## src/rtl/fp_div_seq32.sv

```systemverilog
// rtl/fp_div_seq32.sv - sequencer driving an fpDivide32nr-style divider behind request/response handshakes
//
// Optional build macro: DIV_TIMEOUT_EN adds a WAIT-state watchdog (TMO cycles).
//
// Parameters:
//   DONE_MASK  cycles after div_ld during which div_done is ignored
//   TMO        WAIT-state cycle limit (used only with DIV_TIMEOUT_EN)
// Ports:
//   clk, rst                 clock (rising edge) and synchronous active-low reset
//   ce                       clock enable; low freezes all state and masks div_ld
//   req_valid/req_ready      request handshake carrying req_a, req_b, req_tag
//   div_ld, div_a, div_b     divider start pulse and operands
//   div_done, div_o,
//   div_overflow,
//   div_underflow            divider completion and result
//   rsp_valid/rsp_ready      response handshake carrying rsp_o, rsp_tag,
//                            rsp_flags = {timeout, overflow, underflow}

module fp_div_seq32 #(
    parameter int DONE_MASK = 3,
    parameter int TMO       = 63
) (
    input  logic        clk,
    input  logic        rst,
    input  logic        ce,
    input  logic        req_valid,
    output logic        req_ready,
    input  logic [31:0] req_a,
    input  logic [31:0] req_b,
    input  logic [3:0]  req_tag,
    output logic        div_ld,
    output logic [31:0] div_a,
    output logic [31:0] div_b,
    input  logic        div_done,
    input  logic [31:0] div_o,
    input  logic        div_overflow,
    input  logic        div_underflow,
    output logic        rsp_valid,
    input  logic        rsp_ready,
    output logic [31:0] rsp_o,
    output logic [3:0]  rsp_tag,
    output logic [2:0]  rsp_flags
);

    typedef enum logic [2:0] {
        IDLE,
        LOAD,
        MASK,
        WAIT,
        HOLD
    } state_t;

    localparam int MW = (DONE_MASK > 0) ? $clog2(DONE_MASK + 1) : 1;
    localparam logic [MW-1:0] MASK_LAST = MW'((DONE_MASK > 0) ? DONE_MASK - 1 : 0);

    state_t        state;
    logic [MW-1:0] mask_cnt;
    logic          ld_r;
    logic [1:0]    flags_r;

    // The start pulse is registered but gated by ce so a frozen LOAD never
    // presents a stretched pulse to the divider.
    assign div_ld = ld_r & ce;

`ifdef DIV_TIMEOUT_EN
    localparam int TW = (TMO > 0) ? $clog2(TMO + 1) : 1;
    localparam logic [TW-1:0] TMO_LAST = TW'(TMO);

    logic [TW-1:0] tmo_cnt;
    logic          tmo_flag;

    assign rsp_flags = {tmo_flag, flags_r};
`else
    logic unused_tmo;

    assign unused_tmo = (TMO != 0);
    assign rsp_flags  = {1'b0, flags_r};
`endif

    always_ff @(posedge clk) begin
        if (!rst) begin
            state     <= IDLE;
            req_ready <= 1'b1;
            ld_r      <= 1'b0;
            rsp_valid <= 1'b0;
            rsp_o     <= '0;
            rsp_tag   <= '0;
            flags_r   <= '0;
            div_a     <= '0;
            div_b     <= '0;
            mask_cnt  <= '0;
`ifdef DIV_TIMEOUT_EN
            tmo_cnt   <= '0;
            tmo_flag  <= 1'b0;
`endif
        end else if (ce) begin
            case (state)
                IDLE: begin
                    if (req_valid) begin
                        div_a     <= req_a;
                        div_b     <= req_b;
                        rsp_tag   <= req_tag;
                        req_ready <= 1'b0;
                        ld_r      <= 1'b1;
                        state     <= LOAD;
                    end
                end
                LOAD: begin
                    ld_r     <= 1'b0;
                    mask_cnt <= '0;
`ifdef DIV_TIMEOUT_EN
                    tmo_cnt  <= '0;
`endif
                    state    <= (DONE_MASK == 0) ? WAIT : MASK;
                end
                MASK: begin
                    // The divider's done output may still be high from the
                    // previous operation; sit out that window.
                    if (mask_cnt == MASK_LAST) begin
                        state <= WAIT;
                    end else begin
                        mask_cnt <= mask_cnt + 1'b1;
                    end
                end
                WAIT: begin
                    if (div_done) begin
                        rsp_o     <= div_o;
                        flags_r   <= {div_overflow, div_underflow};
                        rsp_valid <= 1'b1;
`ifdef DIV_TIMEOUT_EN
                        tmo_flag  <= 1'b0;
`endif
                        state     <= HOLD;
                    end
`ifdef DIV_TIMEOUT_EN
                    else if (tmo_cnt == TMO_LAST) begin
                        rsp_o     <= 32'h7FC0_0000;
                        flags_r   <= 2'b00;
                        tmo_flag  <= 1'b1;
                        rsp_valid <= 1'b1;
                        state     <= HOLD;
                    end else begin
                        tmo_cnt <= tmo_cnt + 1'b1;
                    end
`endif
                end
                HOLD: begin
                    // Returning to IDLE first keeps a back-to-back request
                    // from being accepted in the handshake cycle.
                    if (rsp_ready) begin
                        rsp_valid <= 1'b0;
                        req_ready <= 1'b1;
                        state     <= IDLE;
                    end
                end
                default: begin
                    state <= IDLE;
                end
            endcase
        end
    end

endmodule

```

## config.mk

```make
export PLATFORM = sky130hd
export DESIGN_NAME = fp_div_seq32
export DESIGN_NICKNAME = d
export VERILOG_FILES = /design/src/rtl/fp_div_seq32.sv
export SDC_FILE = /design/constraint.sdc
export NUM_CORES = 1
export LEC_CHECK = 0
export ABC_AREA = 1
export CORE_MARGIN = 1.5
export CORE_UTILIZATION = 30
export CTS_CLUSTER_DIAMETER = 50
export DETAILED_ROUTE_END_ITERATION = 6
export HOLD_SLACK_MARGIN = 0.08
export PLACE_DENSITY = 0.65
export SLEW_MARGIN = 20
export SYNTH_ARGS = -nofsm -noshare
export SYNTH_HDL_FRONTEND = slang
export SYNTH_SLANG_ARGS = --single-unit
```

## constraint.sdc

```tcl
create_clock -name clk -period 1.3 [get_ports clk]
set_clock_uncertainty 0.1 [all_clocks]
set_input_delay 0.195 -clock clk [delete_from_list [all_inputs] [get_ports clk]]
set_output_delay 0.195 -clock clk [all_outputs]
set_load 0.01 [all_outputs]
```

==> impl_results.md <==
- Dpl cell area: 6390 sq um
- Cell count of the worst hold path: 3
- Compound-Gate Fraction of Synth Area: 0.138
- CTS root buf: clkbuf_16
- First-pass GRT wire length: 20.4 mm
- Most used flip-flop cell after synthesis: dfxtp_1
- Simple-gate share of the synthesized area: 0.242
- Max FO, Critical Path: 9
- Largest cells by area after synthesis: dfxtp_1 (56%), nand2_1 (15%), a21oi_1 (9.0%)
- Mapped Area: 3950 sq um
- Synth area leader: dfxtp_1
- Initial antenna violation count: 0
- Peak supply drop: 0.000598 V
- Input/output buffers: 212
- # fillers: 1229
- CP max stage delay: 0.37 ns
- Via count: 4144
- Failing checks: negative setup slack
- Initial cell density of the core: 0.311
- Period Utilization, post-route: 1.05
- CP endpoint kind: flip-flop
- Top Metal Used: met4
- R2r worst-path depth: 7
- Final Hold Vio Count: 0
- Final Cell Area: 7050 sq um
- Min Tclk post-route: 1.36 ns
- Capture point of the worst reg-to-reg path: div_a[21]$_SDFFE_PN0P_
- Layout cells sized above 1: 0.142
- Critical Path AT: 1.55 ns
- Yosys top cell area share: 0.557
- Largest family of logic cells by synthesized area: simple AND/OR/NAND/NOR gates
- Count of final setup violators: 82
- Syn Nets: 623
- Synthesized area per cell: 7.69 sq um
- Largest net degree at the start of global routing: 40
- Count leader, synth: nand2_1
- DRT antenna net count: 0
- Post-synthesis instance total: 514
- Vias in the first global route: 4033
- Worst-path cell chain: nor2_4, nand4_4, clkinv_8, buf_12, buf_16, nand2_1, a21oi_2
- GR Util All Layers: 0.182
- Routability cong.: 0.785
- Cells after DPL: 887
- Routed length on met3: 843 um
- WL final: 13.1 mm
- Worst Hold Slack: 0.292 ns
- Hold EP: div_a[22]$_SDFFE_PN0P_
- Core Footprint: 12700 sq um
- Final slew viol count: 0
- Total gr overflow: 0
- IO Count: 214
- Crit Path Class: flip-flop to flip-flop
- H-Tree Depth: 3
- Hold Path Class: input port to flip-flop
- Chip width: 118 um
- Leak: 0.00293 uW
- TritonCTS clock tree: yes
- Unrepaired setup endpoints after global routing: yes
- Clock Latency Late Sink: 0.35 ns
- Pwr/cell area: 1200 nW/um^2
- Flop-to-flop setup slack: -0.06 ns
- Fmax: 734 MHz
- Post-DP HPWL: 8.62 mm
- Max Root-Sink Buffers: 2
- Highest-delay cell along the critical path: dfxtp_4
- DRT iter0 DRCs: 105
- # clock sinks: 110
- Reg-to-reg critical path startpoint: state[1]$_SDFFE_PN0P_
- Layout area overhead: 78.3%
- Number of buffers created by CTS: 9
- Routed WL per cell: 14.3 um
- Met1 Routed Length: 5.31 mm
- Length of routed met2 wiring: 6.69 mm
- Rows: 41
- Async S/R FF share, synth: 0
- Yosys reg bits: 110
- Multiplexer area fraction after synthesis: 0
- Yosys warnings: 0
- Final cell count without fillers: 914
- Vias per cell: 4.53
- Max Cap Viol: 0
- Antenna cell count: 0
- Fin nets: 846
- CTS clk-pin slew, worst paths: 0.08 ns
- Die Ht: 118 um
- Status: complete, but fails checks
- Synth cell types: 20
- Final worst slack: -0.0623 ns
- XOR/XNOR Fraction of Synth Area: 0
- Die area: 13900 sq um
- Post-synth top cells: nand2_1 (154), dfxtp_1 (110), nor2_1 (78)
- Synth Area in Adders: 0.00317
- Number of enable flip-flop cells after synthesis: 0
- Worst Path Required: 1.49 ns
- Hold Buf Count CTS: 0
- Hold Crit Start: req_a[22]
- DRT Pass-1 Iters: 4
- DRC violation count after routing: 0
- Seq/Total Area, Yosys: 0.557
- Crit start category: flip-flop
==> through the flow <==
step | util | TNS (ns) | worst slack (ns) | power [uW]
final | 0.554 | -2.58 | -0.0623 | 8450
after global routing | 0.554 | -9.52 | -0.147 | 8860
after CTS | 0.530 | -4.20 | -0.0900 | 8330
after detailed placement | 0.502 | -35.38 | -0.384 | 5400
after global placement | 0.502 | -31.32 | -0.336 | 5370
after floorplan | - | -0.132 | -0.0125 | 4460
==> cell families after synthesis <==
logic type | Yosys count
and+or+nand+nor | 245
DFF | 110
AOI/OAI and AO/OA | 108
buffers and inverters | 49
adders and majority gates | 1
other | 1
==> timing repair <==
action,4_1_cts,5_1_grt
gates resized for setup,132,121
setup endpoints to repair,215,147
buffers inserted,3,1
pin swaps,2,4
gates cloned,3,4
hold endpoints to repair,0,0
==> power breakdown <==
part | internal [uW] | switching, uW | total, uW
clock network | 1560 | 1290 | 2840
logic | 1020 | 881 | 1900
registers | 3580 | 130 | 3710
total | 6160 | 2300 | 8450
==> worst max-delay path: cells and delay by family (launching register included) <==
kind                   cells  cell delay, ns
buffers and inverters      3            0.39
AO/OA/AOI/OAI              1            0.11
AND/OR/NAND/NOR            3            0.34
flip-flops                 1            0.37
==> placed cells by master (no fill, tap or decap), types with 13 or more instances in the layout <==
cell,n
clkdlybuf4s15_1,37
dfxtp_1,105
a21oi_1,60
nand2_1,147
buf_4,14
nor2_1,76
o21ai_1,22
dlygate4sd2_1,64
clkbuf_16,13
clkdlybuf4s50_1,107
==> registers in the layout, indices dropped and copies added, names as in the netlist <==
signal	count
div_b	32
div_a	32
req_ready	1
state	3
mask_cnt	2
flags_r	2
ld_r	1
rsp_valid	1
rsp_o	32
rsp_tag	4
==> how the worst max path moves through the flow <==
stage / endpoint / slack [ns] / cells after the start / start
2_1_floorplan: div_b[0]$_SDFFE_PN0P_ / -0.01 / 7 / state[1]$_SDFFE_PN0P_
3_3_place_gp: div_a[10]$_SDFFE_PN0P_ / -0.34 / 7 / ce
3_5_place_dp: ld_r$_SDFFE_PN0P_ / -0.38 / 7 / ce
4_1_cts: div_b[22]$_SDFFE_PN0P_ / -0.09 / 6 / state[0]$_SDFFE_PN0P_
5_1_grt: div_a[8]$_SDFFE_PN0P_ / -0.15 / 7 / state[1]$_SDFFE_PN0P_
6_report: div_a[21]$_SDFFE_PN0P_ / -0.06 / 7 / state[1]$_SDFFE_PN0P_
==> final cells by class <==
type                    instances  area [sq um]  share of cell area
flip-flops and latches        110          2220               0.314
clock buffers                  10           239              0.0339
well taps                     172           215              0.0305
inverters                      16          72.6              0.0103
clock inverters                 6          70.1             0.00994
multi-input cells             355          1690               0.240
repair buffers                245          2540               0.361
==> routing by layer <==
layer | global-route usage | vias up
li1 | - | 2085
met5 | 0 | -
met2 | 0.322 | 133
met1 | 0.207 | 1911
met4 | 0.0716 | 0
met3 | 0.0528 | 15
(Power assumes the default switching activity.)
